[config.mk]
export PLATFORM = sky130hd
export DESIGN_NAME = branch_resolve_queue_flat
export DESIGN_NICKNAME = d
export VERILOG_FILES = /design/src/rtl/branch_pkg.sv /design/src/rtl/branch_resolve_queue_if.sv /design/src/rtl/brq_fifo.sv /design/src/rtl/branch_resolve_queue.sv /design/src/flat_wrapper.sv
export SDC_FILE = /design/constraint.sdc
export NUM_CORES = 1
export LEC_CHECK = 0
export BUFFER_PORTS_ARGS = -buffer_cell sky130_fd_sc_hd__clkbuf_2
export CAP_MARGIN = 20
export CORE_MARGIN = 1
export CORE_UTILIZATION = 53
export CTS_CLUSTER_SIZE = 40
export DETAILED_ROUTE_END_ITERATION = 7
export GPL_TIMING_DRIVEN = 0
export PLACE_DENSITY = 0.79
export SYNTH_ARGS = -nofsm -noshare
export SYNTH_HDL_FRONTEND = slang
export SYNTH_SLANG_ARGS = --single-unit
[constraint.sdc]
create_clock -name Clock -period 5.2 [get_ports Clock]
set_input_delay 0.26 -clock Clock [delete_from_list [all_inputs] [get_ports Clock]]
set_output_delay 0.26 -clock Clock [all_outputs]
set_load 0.05 [all_outputs]
[src/rtl/branch_pkg.sv]
// Shared definitions for the branch resolve queue: branch opcodes,
// {predicted, actual} update codes and the in-flight branch entry.
package branch_pkg;

  // Conditional branch opcodes, taken from instruction bits [0:5]
  localparam logic [0:5] OP_BR0 = 6'b100010;
  localparam logic [0:5] OP_BR1 = 6'b100011;

  // {predicted, actual} codes the predictor trains on
  localparam logic [0:1] PA_NT_T = 2'b01;
  localparam logic [0:1] PA_T_NT = 2'b10;

  // PC width held in an entry; narrower PC_W values are zero-extended
  localparam int BR_PC_W = 32;

  typedef struct packed {
    logic [0:31]        instr;
    logic [0:BR_PC_W-1] pc;
    logic               pred;
  } br_entry_t;

  function automatic logic is_branch_op(input logic [0:5] op);
    return (op == OP_BR0) || (op == OP_BR1);
  endfunction

endpackage

[src/rtl/branch_resolve_queue_if.sv]
// Fetch / resolve / predictor-update bundle for branch_resolve_queue.
// Optional stats outputs appear when BRQ_STATS_EN is defined.
interface branch_resolve_queue_if #(
  parameter int DEPTH = 4,
  parameter int PC_W  = 32
);
  localparam int CW = $clog2(DEPTH);

  logic              fetch_valid;
  logic [0:31]       fetch_instr;
  logic [0:PC_W-1]   fetch_pc;
  logic              fetch_pred;
  logic              fetch_stall;
  logic              resolve_valid;
  logic              resolve_taken;
  logic [0:PC_W-1]   resolve_target;
  logic [0:31]       upd_instr;
  logic [0:1]        pred_actual;
  logic              mispredict;
  logic [0:PC_W-1]   redirect_pc;
  logic [0:CW]       count;
  logic              underflow_err;
`ifdef BRQ_STATS_EN
  logic [0:15]       stat_branches;
  logic [0:15]       stat_mispredicts;
`endif

  // Driven by fetch/execute (and the bench)
  modport master (
`ifdef BRQ_STATS_EN
    input  stat_branches, stat_mispredicts,
`endif
    output fetch_valid, fetch_instr, fetch_pc, fetch_pred,
    output resolve_valid, resolve_taken, resolve_target,
    input  fetch_stall, upd_instr, pred_actual, mispredict,
    input  redirect_pc, count, underflow_err
  );

  // The queue itself
  modport slave (
`ifdef BRQ_STATS_EN
    output stat_branches, stat_mispredicts,
`endif
    input  fetch_valid, fetch_instr, fetch_pc, fetch_pred,
    input  resolve_valid, resolve_taken, resolve_target,
    output fetch_stall, upd_instr, pred_actual, mispredict,
    output redirect_pc, count, underflow_err
  );

endinterface

[src/rtl/brq_fifo.sv]
// Branch entry storage: circular buffer with head/tail pointers, an
// occupancy count and a synchronous flush. full/empty come from count.
module brq_fifo
  import branch_pkg::*;
#(
  parameter int DEPTH = 4
) (
  input  logic                   Clock,
  input  logic                   Reset,
  input  logic                   push,
  input  logic                   pop,
  input  logic                   flush,
  input  br_entry_t              push_entry,
  output br_entry_t              head_entry,
  output logic [0:$clog2(DEPTH)] count,
  output logic                   full,
  output logic                   empty
);
  localparam int AW = $clog2(DEPTH);

  br_entry_t        mem_reg [DEPTH];
  logic [AW-1:0]    head_reg, tail_reg;
  logic [0:AW]      count_reg;
  logic [DEPTH-1:0] wr_en;
  logic             do_pop, do_push;

  assign full  = (count_reg == (AW+1)'(DEPTH));
  assign empty = (count_reg == '0);
  assign count = count_reg;

  // A pop frees a slot, so a full queue may accept a push in the same
  // cycle; a flush discards any same-cycle push.
  assign do_pop  = pop && !empty;
  assign do_push = push && !flush && (!full || do_pop);

  assign head_entry = mem_reg[head_reg];

  // One-hot write enable for the tail slot
  for (genvar gi = 0; gi < DEPTH; gi++) begin : g_wr_en
    assign wr_en[gi] = do_push && (tail_reg == AW'(gi));
  end

  // Entry payload; validity is implied by count, so no reset needed
  always_ff @(posedge Clock) begin
    for (int i = 0; i < DEPTH; i++) begin
      if (wr_en[i]) mem_reg[i] <= push_entry;
    end
  end

  // Pointers and occupancy; power-of-2 DEPTH lets pointers wrap naturally
  always_ff @(posedge Clock) begin
    if (Reset || flush) begin
      head_reg  <= '0;
      tail_reg  <= '0;
      count_reg <= '0;
    end else begin
      if (do_pop)  head_reg <= head_reg + AW'(1);
      if (do_push) tail_reg <= tail_reg + AW'(1);
      if (do_push && !do_pop)      count_reg <= count_reg + (AW+1)'(1);
      else if (do_pop && !do_push) count_reg <= count_reg - (AW+1)'(1);
    end
  end

endmodule

[src/rtl/branch_resolve_queue.sv]
// Tracks in-flight conditional branches from fetch to execute and emits
// predictor updates plus a one-cycle mispredict redirect/flush.
// Optional feature: define BRQ_STATS_EN for saturating resolve/mispredict
// counters (stat_branches, stat_mispredicts).
module branch_resolve_queue
  import branch_pkg::*;
#(
  parameter int DEPTH = 4,
  parameter int PC_W  = 32
) (
  input  logic                  Clock,
  input  logic                  Reset,
  branch_resolve_queue_if.slave bus
);
  localparam int CW = $clog2(DEPTH);

  br_entry_t       push_entry, head_entry;
  logic [0:CW]     fifo_count;
  logic            fifo_full, fifo_empty;
  logic            is_branch, do_pop, mis_now;
  logic [0:PC_W-1] head_pc, redirect_next;

  logic [0:31]     upd_instr_reg;
  logic [0:1]      pred_actual_reg;
  logic            mispredict_reg;
  logic [0:PC_W-1] redirect_pc_reg;
  logic            underflow_reg;

  // Branch detect, resolve compare and redirect target
  always_comb begin
    is_branch        = is_branch_op(bus.fetch_instr[0:5]);
    push_entry.instr = bus.fetch_instr;
    push_entry.pc    = BR_PC_W'(bus.fetch_pc);
    push_entry.pred  = bus.fetch_pred;
    do_pop           = bus.resolve_valid && !fifo_empty;
    mis_now          = do_pop && (head_entry.pred != bus.resolve_taken);
    head_pc          = PC_W'(head_entry.pc);
    redirect_next    = bus.resolve_taken ? bus.resolve_target
                                         : head_pc + PC_W'(4);
  end

  brq_fifo #(.DEPTH(DEPTH)) u_fifo (
    .Clock      (Clock),
    .Reset      (Reset),
    .push       (bus.fetch_valid && is_branch),
    .pop        (do_pop),
    .flush      (mis_now),
    .push_entry (push_entry),
    .head_entry (head_entry),
    .count      (fifo_count),
    .full       (fifo_full),
    .empty      (fifo_empty)
  );

  // Registered predictor update and redirect; codes return to 00 when idle
  always_ff @(posedge Clock) begin
    if (Reset) begin
      upd_instr_reg   <= '0;
      pred_actual_reg <= '0;
      mispredict_reg  <= 1'b0;
      redirect_pc_reg <= '0;
      underflow_reg   <= 1'b0;
    end else begin
      pred_actual_reg <= do_pop ? {head_entry.pred, bus.resolve_taken} : 2'b00;
      mispredict_reg  <= mis_now;
      if (do_pop)  upd_instr_reg   <= head_entry.instr;
      if (mis_now) redirect_pc_reg <= redirect_next;
      if (bus.resolve_valid && fifo_empty) underflow_reg <= 1'b1;
    end
  end

  assign bus.fetch_stall   = fifo_full;
  assign bus.count         = fifo_count;
  assign bus.upd_instr     = upd_instr_reg;
  assign bus.pred_actual   = pred_actual_reg;
  assign bus.mispredict    = mispredict_reg;
  assign bus.redirect_pc   = redirect_pc_reg;
  assign bus.underflow_err = underflow_reg;

`ifdef BRQ_STATS_EN
  logic [0:15] stat_br_reg, stat_mis_reg;

  // Saturating resolve and mispredict counters
  always_ff @(posedge Clock) begin
    if (Reset) begin
      stat_br_reg  <= '0;
      stat_mis_reg <= '0;
    end else begin
      if (do_pop && stat_br_reg != 16'hFFFF)   stat_br_reg  <= stat_br_reg + 16'd1;
      if (mis_now && stat_mis_reg != 16'hFFFF) stat_mis_reg <= stat_mis_reg + 16'd1;
    end
  end

  assign bus.stat_branches    = stat_br_reg;
  assign bus.stat_mispredicts = stat_mis_reg;
`endif

endmodule

[src/flat_wrapper.sv]
// flat-port wrapper written by rule: the top's interface ports become plain ports
module branch_resolve_queue_flat import branch_pkg::*;
#(
  parameter int DEPTH = 4,
  parameter int PC_W  = 32
)
  (Clock, Reset, bus_fetch_valid, bus_fetch_instr, bus_fetch_pc, bus_fetch_pred, bus_resolve_valid, bus_resolve_taken, bus_resolve_target, bus_fetch_stall, bus_upd_instr, bus_pred_actual, bus_mispredict, bus_redirect_pc, bus_count, bus_underflow_err);
  branch_resolve_queue_if #(.DEPTH(DEPTH), .PC_W(PC_W)) bus_i ();
  input  logic Clock;
  input  logic Reset;
  input wire logic [$bits(bus_i.fetch_valid)-1:0] bus_fetch_valid;
  input wire logic [$bits(bus_i.fetch_instr)-1:0] bus_fetch_instr;
  input wire logic [$bits(bus_i.fetch_pc)-1:0] bus_fetch_pc;
  input wire logic [$bits(bus_i.fetch_pred)-1:0] bus_fetch_pred;
  input wire logic [$bits(bus_i.resolve_valid)-1:0] bus_resolve_valid;
  input wire logic [$bits(bus_i.resolve_taken)-1:0] bus_resolve_taken;
  input wire logic [$bits(bus_i.resolve_target)-1:0] bus_resolve_target;
  output wire logic [$bits(bus_i.fetch_stall)-1:0] bus_fetch_stall;
  output wire logic [$bits(bus_i.upd_instr)-1:0] bus_upd_instr;
  output wire logic [$bits(bus_i.pred_actual)-1:0] bus_pred_actual;
  output wire logic [$bits(bus_i.mispredict)-1:0] bus_mispredict;
  output wire logic [$bits(bus_i.redirect_pc)-1:0] bus_redirect_pc;
  output wire logic [$bits(bus_i.count)-1:0] bus_count;
  output wire logic [$bits(bus_i.underflow_err)-1:0] bus_underflow_err;
  assign bus_i.fetch_valid = bus_fetch_valid;
  assign bus_i.fetch_instr = bus_fetch_instr;
  assign bus_i.fetch_pc = bus_fetch_pc;
  assign bus_i.fetch_pred = bus_fetch_pred;
  assign bus_i.resolve_valid = bus_resolve_valid;
  assign bus_i.resolve_taken = bus_resolve_taken;
  assign bus_i.resolve_target = bus_resolve_target;
  assign bus_fetch_stall = bus_i.fetch_stall;
  assign bus_upd_instr = bus_i.upd_instr;
  assign bus_pred_actual = bus_i.pred_actual;
  assign bus_mispredict = bus_i.mispredict;
  assign bus_redirect_pc = bus_i.redirect_pc;
  assign bus_count = bus_i.count;
  assign bus_underflow_err = bus_i.underflow_err;
  branch_resolve_queue #(.DEPTH(DEPTH), .PC_W(PC_W)) u_core (.Clock(Clock), .Reset(Reset), .bus(bus_i));
endmodule
# Yosys cells after proc, flatten, opt, wreduce, memory -nomap -nowiden
# Memory sizes are Yosys's and may differ from the RTL's. A register that Yosys moved wholly into a read port is not among the register bits.
# Cells that the tools add are included.
# totals
regBits,75
ramBits,260
input_bits,102
out_inout_bits,72
word_cells,72
n_memories,1
# classes
n_addsub,5
eq_ne,7
muxes,22
bitwise,1
reduce_logical,28
# mem_list
name,words,width,read_ports,rd_ports_with_merged_regs,wr,line,source
u_core.u_fifo.mem_reg,4,65,1,1,1,brq_fifo.sv:21,br_entry_t mem_reg [DEPTH];
# op_table
cell,count
two-way mux 65 bit,3
OR reduction 65 bit,3
adder 32 x 3 -> 32 bit (second input constant),1
two-way mux 32 bit,1
logical AND 1 bit,13
== test 6 bit (second input constant),2
two-way mux 1 bit,11
two-way mux 2 bit,5
two-way mux 3 bit,2
zero test 1 bit,5
adder 2 x 1 -> 2 bit (second input constant),2
== test 2 bit (second input constant),2
adder 3 x 1 -> 3 bit (second input constant),1
== test 3 bit (second input constant),1
zero test 3 bit,1
logical OR 1 bit,3
subtractor 3 x 1 -> 3 bit (second input constant),1
== test 2 x 1 -> 1 bit (second input constant),1
zero test 2 bit,1
nonzero test 2 bit,1
OR reduction 2 bit,1
inequality test 1 bit,1
inverter 1 bit,1

# Longest topological paths before layout
# Gate-level depths: netlist of the first run.
# depth
depth_word,14
ltp_mapped,14
depth_no_buf,12

# Hierarchy
# A second synthesis of the first run with hierarchy kept.
# hier_totals
hier_cells,814
area_unflattened_um2,13319.0
# modules_own_cells
mod,n_inst,cells_per_inst,area_per_inst_um2,seq_area_each_um2
brq_fifo,1,389,9918.3,7987.7
branch_resolve_queue,1,425,3400.8,1361.3

# Worst setup path before layout of the first run
# OpenSTA, ideal clock, no wires.
# synth_path
path_kind,reg2reg
from,register u_core.u_fifo.count_reg (netlist bit u_core.u_fifo.count[2])
to,memory u_core.u_fifo.mem_reg[0][0] (netlist name) (enable)
setup_time_ns,0.430
arrival_time_ns,3.423
required_ns,4.770
path_slack_ns,1.347
stages_incl_launch_ff,9
n_path_buf,2
synth_period_minus_slack_ns,3.853
cell_sequence,dfxtp_1 -> nor3_1 -> nor2b_1 -> clkbuf_1 -> inv_1 -> clkbuf_1 -> nor2_1 -> nor3_1 -> and2_1
# synth_via
elab_cells_between_ends,32
classes_between,eq/ne (1); mux (14); reduce/logical (17)
# synth_rtl
element,line,source
start: declaration,brq_fifo.sv:23,logic [0:AW] count_reg;
start signal: assignment,brq_fifo.sv:59,if (do_push && !do_pop) count_reg <= count_reg + (AW+1)'(1);
start signal: assignment,brq_fifo.sv:60,else if (do_pop && !do_push) count_reg <= count_reg - (AW+1)'(1);
zero test 3 bit,brq_fifo.sv:28,assign empty = (count_reg == '0);
zero test 1 bit,"brq_fifo.sv:33, branch_resolve_queue.sv:35",
logical AND 1 bit,branch_resolve_queue.sv:35,do_pop = bus.resolve_valid && !fifo_empty;
logical AND 1 bit,branch_resolve_queue.sv:36,mis_now = do_pop && (head_entry.pred != bus.resolve_taken);
zero test 1 bit,brq_fifo.sv:34,assign do_push = push && !flush && (!full || do_pop);
logical AND 1 bit,brq_fifo.sv:34,
logical AND 1 bit *,brq_fifo.sv:34,
via u_core.u_fifo.do_push,brq_fifo.sv:25,"logic do_pop, do_push;"
logical AND 1 bit *,brq_fifo.sv:40,assign wr_en[gi] = do_push && (tail_reg == AW'(gi));
via u_core.u_fifo.wr_en[0],brq_fifo.sv:24,logic [DEPTH-1:0] wr_en;
two-way mux 1 bit *,brq_fifo.sv:46,if (wr_en[i]) mem_reg[i] <= push_entry;
two-way mux 1 bit (not written as such) *,brq_fifo.sv:46,
two-way mux 1 bit (no source line) * (3 in a row),-,
end: declaration,brq_fifo.sv:21,
# The timed path passes the listed nets; every way through them passes the cells marked *.

# Worst setup path in the final report of the first run
# layout_path
from,register u_core.u_fifo.count_reg (netlist bit u_core.u_fifo.count[2])
to,register u_core.u_fifo.count_reg (netlist bit u_core.u_fifo.count[0])
# layout_via
elab_chain_len,10
elab_cells_between_ends,21
classes_between,add/sub (2); eq/ne (1); mux (2); reduce/logical (16)
# layout_rtl
element,line
zero test 3 bit,brq_fifo.sv:28
zero test 1 bit,"brq_fifo.sv:33, branch_resolve_queue.sv:35"
logical AND 1 bit,branch_resolve_queue.sv:35
logical AND 1 bit,branch_resolve_queue.sv:36
zero test 1 bit,brq_fifo.sv:34
logical AND 1 bit,brq_fifo.sv:34
logical AND 1 bit *,brq_fifo.sv:34
via u_core.u_fifo.do_push,brq_fifo.sv:25
zero test 1 bit,brq_fifo.sv:60
logical AND 1 bit,brq_fifo.sv:60
nonzero test 2 bit (no source line),-
# The timed path passes the listed nets; every way through them passes the cells marked *. The select of a mux whose other input is x is not followed.
# A chain may end at the register's enable or synchronous reset.

==> results of run 1 <==
[logic make-up after synthesis]
logic type	count (synthesis)	synth area share, %
multiplexers	68	12.0
buffers and inverters	43	1.93
adder cells (fa/ha/maj)	7	0.735
AND/OR/NAND/NOR	161	6.26
XOR/XNOR	34	2.30
AO/OA/AOI/OAI	98	4.53
flip-flops	337	72.2
[layout make-up]
type / instances / area, um^2
Antenna cell: 3 / 7.51
Inverter: 5 / 18.8
Multi-Input combinational cell: 368 / 3350
Buffer: 38 / 231
Sequential cell: 337 / 9350
Clock buffer: 49 / 1010
Clock inverter: 14 / 176
Fill cell: 1634 / 7370
Tap cell: 319 / 399
Timing Repair Buffer: 258 / 1770
[power by group through the flow]
stage               Sequential, mW  Clock (mW)  Combinational, mW
floorplan                     3.62           0              0.560
global placement              3.17           0               1.35
detailed placement            3.18           0               1.38
CTS                           3.12        2.59               1.44
global route                  3.14        2.69               1.54
finish                        3.13        2.55               1.44
[final timing paths]
path | startpoint | endpoint | slack, ns | depth (start not counted)
min | bus_resolve_target[10] | u_core.bus.redirect_pc[21] | 0.02 | 3
max reg2reg | u_core.u_fifo.count[2] | u_core.u_fifo.count[0] | 1.55 | 14
min reg2reg | u_core.bus.redirect_pc[22] | u_core.bus.redirect_pc[22] | 0.45 | 2
max | u_core.u_fifo.count[2] | u_core.u_fifo.count[0] | 1.55 | 14
[synth_stat cells (2+ instances only)]
library cell,count
xor2_1,26
nand3_1,9
and3_1,2
buf_6,3
nand2_1,91
edfxtp_1,260
a32oi_1,2
a22o_1,9
nor2_1,20
ha_1,6
nor4_2,2
a22oi_1,20
dfxtp_1,77
buf_2,8
nand3_4,2
nor2b_1,4
nor3b_1,2
o21ai_0,15
nand4_1,10
nand4b_1,2
mux4_1,15
inv_1,5
o21ai_1,18
a21oi_1,33
xnor2_1,8
clkbuf_1,21
mux2i_1,2
nor3_1,3
mux4_2,50
and2_1,4
buf_12,2
[critical path: cells and delay by family, from the launching register on]
| kind | cells | cell delay, ns |
|---|---|---|
| DFF | 1 | 0.36 |
| adders and majority gates | 2 | 0.70 |
| and+or+nand+nor | 6 | 1.19 |
| buffers and inverters | 4 | 0.94 |
| xor gates and xnor gates | 2 | 0.32 |
[metal layers]
layer	global-route usage, %	wire [um]	up-vias	share of wire (%)
met3	3.73	1470	63	5.2
met4	7.92	697	0	2.5
met5	0	0	-	0
met2	38.3	13900	265	49
li1	-	-	3520	-
met1	30.7	12000	3920	43
[stage by stage]
stage,std cells,util [%]
after global placement,1240,60.0
after detailed placement,1244,60.4
after global routing,1390,68.9
after floorplan,748,-
final,1391,68.9
after CTS,1388,68.9
==> out/qor.txt, run 1 <==
PostCTS Resize Cnt: 0
Leading cell types in the layout, fill and taps excluded: edfxtp_1 (260), clkbuf_2 (173), nand2_1 (91), dlygate4sd3_1 (81), dfxtp_1 (77)
Leakage power: 5.72 nW
Core area: 0.0237 mm^2
Primary FF master, synth: edfxtp_1
GRT overflow: 0
DP Worst Slack: 1.67 ns
Crit path time final: 3.65 ns
CTS H-tree lvls: 2
Detailed placement HPWL: 17500 um
First-pass GRT wire length: 42400 um
Type of the worst min-delay path: in -> reg
Largest net degree at the start of global routing: 46
Max Fclk: 274 MHz
Relative slew slack: 56.4%
Die Area: 0.0250 mm^2
Sequential power share: 43.9%
Slew @ Worst Pin: 0.653 ns
Crit path cell chain: nor3_1, nor2b_1, clkbuf_1, inv_1, clkbuf_1, nor2_1, nor3_1, ha_1, inv_1, fa_1, xor2_1, nor2_1, xnor2_1, nor2_1
Drt via density: 5.58
Port Buffer Count: 173
Worst hold slack: 0.0220 ns
Final Worst Setup Slack: 1.55 ns
Max incr delay on CP: 0.45 ns
Most common cell after layout, fill and taps aside: edfxtp_1
RSZ-0062 raised after global routing: false
CTS tree: done
Crit Path Class: reg -> reg
Placer Congestion: 0.758
Max Slew Vio Count: 0
Worst EP required: 5.57 ns
Max reg flops: 260
TritonCTS Buffers: 36
Sink Count: 337
Maxcap violations: 0
CP dominant cell by count: nor2_1
Area share of the largest cell type after synthesis: 60.3%
Clock network fraction of total power: 35.9%
Detail Route Antenna Nets: 0
Clock slew at reported path FFs: 0.06 ns
Nets@finish: 1153
VDD IR max: 0.000422 V
NetSw: 2.07 mW
Clk_skew: 0.0127 ns
Synth Instances: 748
Final setup violating endpoints: 0
Via count: 7768
Syn avg cell area: 17.3 um^2
Setup crit end kind: flop
Initial antenna violation count: 2
Dpl cell area: 0.0143 mm^2
Avg WL per Cell: 20.2 um
WL final: 28000 um
Top cells by area, synth: edfxtp_1 (60%), dfxtp_1 (12%), mux4_2 (8.7%), mux4_1 (3.0%), nand2_1 (2.6%)
Chip width: 158 um
Crit share post-route: 70.1%
Dominant cell type by area after synthesis: edfxtp_1
Power per cell area: 436 mW/mm^2
Number of DRC markers in iteration 0: 552
Vias in the first global route: 7842
Number of library cell types mapped by synthesis: 48
Clock Latency Late Sink: 0.50 ns
Post-CTS setup buffer count: 0
Sw Ratio: 29.1%
Async set or reset register ratio after synthesis: 0%
Syn_nets: 857
Die height: 158 um
Design area: 0.0163 mm^2
CTS Buffer Depth: 3
Part of the Yosys area used for sequential elements: 72.2%
Initial Util: 54.6%
CP Launch Type: flop
Int Pwr: 5.04 mW
Crit Path Max Fanout: 10
GRT Overall Usage: 22.9%
Post-synth EDFFs: 260
Hold-fix buffers, CTS: 81
Post-synthesis register bit count: 337
Post-Syn Area: 0.0129 mm^2
Root buf cell: clkbuf_16
Total Power: 7.12 mW
Layout cells sized above 1: 29.1%
CP max stage cell: nor3_1
Rows: 56
Logic pwr share: 20.2%
I/O pins: 174
TNS Setup: 0 ns
DRC violations left: 0
Status: finished, final reports clean
Ys Warns: 0
WP data arrival: 4.02 ns
Final hold viol count: 0
Iteration count of the initial detailed-routing pass: 5
Layout Area Growth over Synthesis: 26.1%
No activity file was read; power rests on OpenSTA's default activity.
==> run 2, diff against run 1 <==
--- a/config.mk
+++ b/config.mk
@@ -5,6 +5,7 @@
 export SDC_FILE = /design/constraint.sdc
 export NUM_CORES = 1
 export LEC_CHECK = 0
+export ABC_AREA = 1
 export BUFFER_PORTS_ARGS = -buffer_cell sky130_fd_sc_hd__clkbuf_2
 export CAP_MARGIN = 20
 export CORE_MARGIN = 1
==> constraint.sdc (replaced) <==
create_clock -name Clock -period 3.5 [get_ports Clock]
set_input_delay 0.175 -clock Clock [delete_from_list [all_inputs] [get_ports Clock]]
set_output_delay 0.175 -clock Clock [all_outputs]
set_load 0.05 [all_outputs]
==> run 2 against run 1 <==
Register-to-register slack got worse by 0.98 ns. Via count grew 52%. Core utilization shrank 1.1 points. Critical path type unchanged. Count of clock-buffer cells in the layout unchanged. Total power is 52% higher. Area after synthesis rose by 11%. Final cell count increased by 55%.
==> out/qor.txt, run 2 <==
Top cells by area, synth: edfxtp_1 (54%), nand2_1 (11%), dfxtp_1 (11%), nor2_1 (6.1%), o21ai_0 (4.6%) (was edfxtp_1 (60%), dfxtp_1 (12%), mux4_2 (8.7%), mux4_1 (3.0%), nand2_1 (2.6%))
Syn_nets: 1585 (was 857)
Rows: 60 (was 56)
GRT overflow: 0 (unchanged)
Crit share post-route: 83.7% (was 70.1%)
Worst EP required: 3.73 ns (was 5.57 ns)
Chip width: 167 um (was 158 um)
Initial antenna violation count: 1 (was 2)
DRC violations left: 0 (unchanged)
Reg area: 0.00935 mm^2 (unchanged)
WL final: 39200 um (was 28000 um)
Detail Route Antenna Nets: 0 (unchanged)
I/O pins: 174 (unchanged)
Most common cell after layout, fill and taps aside: nand2_1 (was edfxtp_1)
Post-synthesis register bit count: 337 (unchanged)
Setup crit end kind: flop (unchanged)
Dominant cell type by area after synthesis: edfxtp_1 (unchanged)
Area occupied by multi-input gates: 0.00448 mm^2 (was 0.00335 mm^2)
VDD IR max: 0.000651 V (was 0.000422 V)
Detailed placement HPWL: 25300 um (was 17500 um)
Post-synth EDFFs: 260 (unchanged)
Part of the Yosys area used for sequential elements: 64.8% (was 72.2%)
Crit Path Class: reg -> reg (unchanged)
Power per cell area: 595 mW/mm^2 (was 436 mW/mm^2)
Iteration count of the initial detailed-routing pass: 6 (was 5)
Post-CTS setup buffer count: 0 (unchanged)
Type of the worst min-delay path: in -> reg (unchanged)
Clk_skew: 0.0143 ns (was 0.0127 ns)
CTS H-tree lvls: 2 (unchanged)
Max Slew Vio Count: 0 (unchanged)
Area share of the largest cell type after synthesis: 54.1% (was 60.3%)
Layout cells sized above 1: 17.0% (was 29.1%)
Ys Warns: 0 (unchanged)
Nets@finish: 1900 (was 1153)
Number of DRC markers in iteration 0: 1114 (was 552)
CP Launch Type: flop (unchanged)
PostCTS Resize Cnt: 0 (unchanged)
Sink Count: 337 (unchanged)
Port Buffer Count: 172 (was 173)
Via count: 11803 (was 7768)
Largest net degree at the start of global routing: 28 (was 46)
Reg2Reg Setup Slack: 0.57 ns (was 1.55 ns)
Finished Core Util: 67.8% (was 68.9%)
Commonest cells in the netlist: nand2_1 (425), edfxtp_1 (260), nor2_1 (235) (was edfxtp_1 (260), nand2_1 (91), dfxtp_1 (77))
Crit path time final: 2.93 ns (was 3.65 ns)
First-pass GRT wire length: 60100 um (was 42400 um)
Synth Instances: 1476 (was 748)
Drt via density: 5.46 (was 5.58)
Status: finished, final reports clean (unchanged)
Leading cell types in the layout, fill and taps excluded: nand2_1 (425), edfxtp_1 (260), nor2_1 (231), clkbuf_2 (172), o21ai_0 (132) (was edfxtp_1 (260), clkbuf_2 (173), nand2_1 (91), dlygate4sd3_1 (81), dfxtp_1 (77))
Crit Path Max Fanout: 25 (was 10)
Final setup violating endpoints: 0 (unchanged)
Async set or reset register ratio after synthesis: 0% (unchanged)
Primary FF master, synth: edfxtp_1 (unchanged)
Max reg flops: 260 (unchanged)
Post-Syn Area: 0.0144 mm^2 (was 0.0129 mm^2)
Hold-fix buffers, CTS: 96 (was 81)
Fillers: 1920 (was 1634)
RSZ-0062 raised after global routing: false (unchanged)
CTS Buffer Depth: 3 (unchanged)
Vias in the first global route: 11574 (was 7842)
GRT Overall Usage: 28.1% (was 22.9%)
WP data arrival: 3.16 ns (was 4.02 ns)
Cell with the most instances after synthesis: nand2_1 (was edfxtp_1)
TritonCTS Buffers: 36 (unchanged)
Slew @ Worst Pin: 0.969 ns (was 0.653 ns)
Die Area: 0.0279 mm^2 (was 0.0250 mm^2)
Avg WL per Cell: 18.1 um (was 20.2 um)
Placer Congestion: 0.901 (was 0.758)
Syn avg cell area: 9.77 um^2 (was 17.3 um^2)
Max Fclk: 341 MHz (was 274 MHz)
Initial Util: 53.8% (was 54.6%)
Leakage power: 7.40 nW (was 5.72 nW)
Final hold viol count: 0 (unchanged)
Core area: 0.0268 mm^2 (was 0.0237 mm^2)
Layout Area Growth over Synthesis: 26.0% (was 26.1%)
Maxcap violations: 0 (unchanged)
Relative slew slack: 35.3% (was 56.4%)
Root buf cell: clkbuf_16 (unchanged)
Total Power: 10.8 mW (was 7.12 mW)
CTS tree: done (unchanged)
Clock Latency Late Sink: 0.53 ns (was 0.50 ns)
Clock slew at reported path FFs: 0.06 ns (about the same)
Die height: 167 um (was 158 um)
Number of library cell types mapped by synthesis: 40 (was 48)
[run 2: cell types whose count changed in the layout (fill, tap and decap cells not counted), sizes merged, moves of 32 or more]
cell / previous run / this run
nand2: 91 / 436
o21ai: 33 / 149
a31oi: 0 / 32
nand3: 11 / 90
mux4: 65 / 0
inv: 5 / 64
nor2: 21 / 252
[run 2: power by group]
group          internal [mW]  switching, mW
combinational          0.615           1.61
sequential              4.45          0.103
clock                   2.47           1.56
[run 2: layout make-up]
type	count	share of cell area, %
clock inverter	17	1.44
clock buffer	49	5.51
inverter	62	1.31
multi-input combinational	1006	24.6
sequential	337	51.5
tap	341	2.35
timing repair buffer	277	11.1
buffer	71	2.14
antenna	1	0.0138
[run 2: path summary, 6_finish.rpt]
path,startpoint,endpoint,cells past startpoint
hold reg to reg,u_core.bus.redirect_pc[1],u_core.bus.redirect_pc[1],2
setup / recovery,flop,u_core.u_fifo.mem_reg[1][39],10
hold / removal,bus_resolve_target[31],u_core.bus.redirect_pc[0],5
setup reg to reg,flop,u_core.u_fifo.mem_reg[1][39],10
[run 2: kinds of logic after synthesis]
logic type                 count (synthesis)  share of synthesized area (%)
AOI/OAI and AO/OA                        202                           7.49
xor gates and xnor gates                   4                          0.243
and+or+nand+nor                          791                           22.3
DFF                                      337                           64.8
adders and majority gates                  7                          0.659
buffers and inverters                    133                           4.35
muxes                                      2                          0.139
[run 2: routing by layer]
layer / GRT usage, % / part of all wire, % / vias to the layer above
li1: - / - / 5631
met1: 33.2 / 38 / 5464
met2: 50.2 / 50 / 598
met3: 4.59 / 8.6 / 110
met4: 12.3 / 3.6 / 0
met5: 0 / 0 / -
[run 2: critical path: stages, from the launching register on]
cell     delay [ns]
dfxtp_1        0.31
buf_6          0.13
buf_8          0.14
o21ai_1        0.17
o21ai_1        0.12
nor2_1         0.12
nor2_1         0.07
nand2_1        0.11
nand2_1        0.28
nor2_4         0.85
buf_12         0.30
[run 2: per-stage QoR]
stage	TNS, ns	setup slack (ns)	hold WS [ns]	cell area, um^2	std cells
floorplan	-78.50	-0.302	0.251	14400	1476
global route	0	0.387	0.0116	18200	2161
global placement	-326.21	-1.28	0.386	15700	1989
CTS	0	0.590	0.000149	18200	2160
finish	0	0.571	0.0113	18200	2161
detailed placement	0	0.602	0.393	15900	1998
==> run 3, diff against run 2 <==
==> constraint.sdc (replaced) <==
create_clock -name Clock -period 2.75 [get_ports Clock]
set_input_delay 0.1375 -clock Clock [delete_from_list [all_inputs] [get_ports Clock]]
set_output_delay 0.1375 -clock Clock [all_outputs]
set_load 0.05 [all_outputs]
==> run 3 against run 2 <==
Register-to-register slack got worse by 0.52 ns. Non-clock buffer count increased by 7. First-iteration DRC count decreased by 0.63%. Sequential share of layout area increased by 0.13 points. Largest cell class unchanged. Critical endpoint is now u_core.u_fifo.count[0]. Via count increased by 0.35%.
==> out/qor.txt, run 3 (synthesized netlist as in run 2, its figures left out) <==
Fillers: 1903 (was 1920)
Final hold viol count: 0 (unchanged)
Reg2Reg Setup Slack: 0.06 ns (was 0.57 ns)
Status: finished, final reports clean (unchanged)
DRC violations left: 0 (unchanged)
CTS Buffer Depth: 3 (unchanged)
Layout cells sized above 1: 17.5% (was 17.0%)
WL final: 39700 um (was 39200 um)
Largest net degree at the start of global routing: 29 (was 28)
CTS tree: done (unchanged)
Iteration count of the initial detailed-routing pass: 6 (unchanged)
Avg WL per Cell: 18.3 um (was 18.1 um)
GRT Overall Usage: 28.6% (was 28.1%)
Most common cell after layout, fill and taps aside: nand2_1 (unchanged)
TritonCTS Buffers: 36 (unchanged)
Crit Path Max Fanout: 10 (was 25)
Int Pwr: 9.18 mW (was 7.54 mW)
DP Cell Count: 1997 (was 1998)
Max Slew Vio Count: 0 (unchanged)
WP data arrival: 3.12 ns (was 3.16 ns)
CTS H-tree lvls: 2 (unchanged)
Placer Congestion: 0.901 (about the same)
Sw Ratio: 31.3% (was 30.3%)
Sequential power share: 43.5% (was 42.1%)
Clock network fraction of total power: 35.1% (was 37.3%)
Initial antenna violation count: 0 (was 1)
Power per cell area: 737 mW/mm^2 (was 595 mW/mm^2)
Maxcap violations: 0 (unchanged)
Nets@finish: 1907 (was 1900)
Worst EP required: 3.17 ns (was 3.73 ns)
Relative slew slack: 36.9% (was 35.3%)
Design area: 0.0181 mm^2 (was 0.0182 mm^2)
Detailed placement HPWL: 25400 um (was 25300 um)
Number of DRC markers in iteration 0: 1107 (was 1114)
Final setup violating endpoints: 0 (unchanged)
Type of the worst min-delay path: in -> reg (unchanged)
CP Launch Type: flop (unchanged)
Die height: 167 um (unchanged)
Dpl cell area: 0.0159 mm^2 (about the same)
NetSw: 4.18 mW (was 3.28 mW)
Sink Count: 337 (unchanged)
Crit share post-route: 98.0% (was 83.7%)
Logic pwr share: 21.5% (was 20.6%)
Rows: 60 (unchanged)
Port Buffer Count: 172 (unchanged)
Core area: 0.0268 mm^2 (unchanged)
Leakage power: 7.37 nW (was 7.40 nW)
Die Area: 0.0279 mm^2 (unchanged)
Final std cells w/o fill: 2166 (was 2161)
Cells on worst reg2reg path: 16 (was 10)
Vias in the first global route: 11743 (was 11574)
R2r endpoint: u_core.u_fifo.count[0] (was u_core.u_fifo.mem_reg[1][39])
Via count: 11844 (was 11803)
GRT overflow: 0 (unchanged)
VDD IR max: 0.000818 V (was 0.000651 V)
Crit Path Class: reg -> reg (unchanged)
Layout Area Growth over Synthesis: 25.7% (was 26.0%)
First-pass GRT wire length: 61400 um (was 60100 um)
Slew @ Worst Pin: 0.944 ns (was 0.969 ns)
Setup crit end kind: flop (unchanged)
Finished Core Util: 67.6% (was 67.8%)
Detail Route Antenna Nets: 0 (unchanged)
Initial Util: 53.8% (unchanged)
Critical Path End: u_core.u_fifo.count[0] (was u_core.u_fifo.mem_reg[1][39])
Max Fclk: 371 MHz (was 341 MHz)
Drt via density: 5.47 (was 5.46)
Chip width: 167 um (unchanged)
Clock slew at reported path FFs: 0.06 ns (about the same)
Root buf cell: clkbuf_16 (unchanged)
Leading cell types in the layout, fill and taps excluded: nand2_1 (422), edfxtp_1 (260), nor2_1 (231), clkbuf_2 (172), o21ai_0 (132) (was nand2_1 (425), edfxtp_1 (260), nor2_1 (231), clkbuf_2 (172), o21ai_0 (132))
Max reg flops: 260 (unchanged)
Clk_skew: 0.0110 ns (was 0.0143 ns)
RSZ-0062 raised after global routing: true (was false)
Antenna cells: 0 (was 1)
Clock Latency Late Sink: 0.53 ns (about the same)
Crit path time final: 2.69 ns (was 2.93 ns)
I/O pins: 174 (unchanged)
## run 3: cell count changes in the layout (fill, tap and decap cells not counted), moves of 2 or more
cell / previous run / this run
bufinv_16: 6 / 1
buf_4: 7 / 11
dlygate4sd3_1: 96 / 100
clkinv_1: 3 / 6
dfxtp_1: 77 / 74
dfxtp_2: 0 / 3
nand2_1: 425 / 422
buf_16: 3 / 1
nand2_2: 11 / 13
o21ai_1: 17 / 15
o21ai_2: 0 / 2
## run 3: layout make-up
| type | count | area (um^2) | share of cell area, % |
|---|---|---|---|
| Buffer | 71 | 389 | 2.15 |
| Clock buffer | 49 | 1010 | 5.58 |
| Clock inverter | 16 | 136 | 0.752 |
| Inverter | 62 | 238 | 1.31 |
| Multi-Input combinational cell | 1006 | 4520 | 24.9 |
| Sequential cell | 337 | 9350 | 51.6 |
| Tap cell | 341 | 427 | 2.35 |
| Timing Repair Buffer | 284 | 2060 | 11.4 |
## run 3: worst min path at each step
stage,from,end,slack [ns],depth (start not counted)
after floorplan,Reset,u_core.bus.pred_actual[0],0.21,1
after global placement,Reset,u_core.bus.pred_actual[0],0.34,2
after detailed placement,Reset,u_core.bus.pred_actual[0],0.35,2
after CTS,bus_fetch_valid,u_core.u_fifo.tail_reg[1],0.15,5
after global routing,bus_fetch_valid,u_core.u_fifo.tail_reg[1],0.18,5
final,bus_fetch_valid,u_core.u_fifo.tail_reg[1],0.17,5
## run 3: routing by layer
layer  routed length, um  vias up  global-route usage [%]
met5                   0        -                       0
met4                1180        0                    11.8
met2               20200      610                    51.3
met3                3520      103                    4.75
li1                    -     5637                       -
met1               14800     5494                    34.1
## run 3: worst max-delay path, stage by stage (launching register included)
cell and delay (ns):
dfxtp_1 0.33, buf_6 0.14, buf_8 0.15, o21ai_2 0.07
o21ai_2 0.24, nor2_1 0.07, nor2_1 0.23, nand2_2 0.15
nand2_8 0.14, inv_2 0.06, ha_1 0.19, inv_1 0.10
fa_1 0.19, o21ai_0 0.09, a21oi_1 0.21, xnor2_1 0.17
nor2_1 0.06
## run 3: repair_timing
action	CTS	global route
setup buffers	1	3
resized for setup	3	5
setup endpoints to repair	140	44
endpoints found under the hold margin	294	0
pin swaps	1	3
hold buffers	100	0
## run 3: through the flow
stage | power, mW | hold WS (ns) | setup TNS [ns] | setup slack (ns)
4_1_cts | 13.3 | 0.151 | 0 | 0.0308
6_report | 13.4 | 0.170 | 0 | 0.0553
3_3_place_gp | 8.50 | 0.343 | -223.68 | -0.881
5_1_grt | 13.8 | 0.177 | -2.36 | -0.136
3_5_place_dp | 8.57 | 0.349 | -15.89 | -0.246
2_1_floorplan | 7.76 | 0.214 | 0 | 0.0107
## run 3: power by group through the flow
stage	sequential, mW	clock (mW)	combinational [mW]
2_1_floorplan	6.47	0	1.29
3_3_place_gp	5.89	0	2.61
3_5_place_dp	5.90	0	2.67
4_1_cts	5.80	4.71	2.81
5_1_grt	5.82	4.93	3.09
6_report	5.81	4.68	2.87
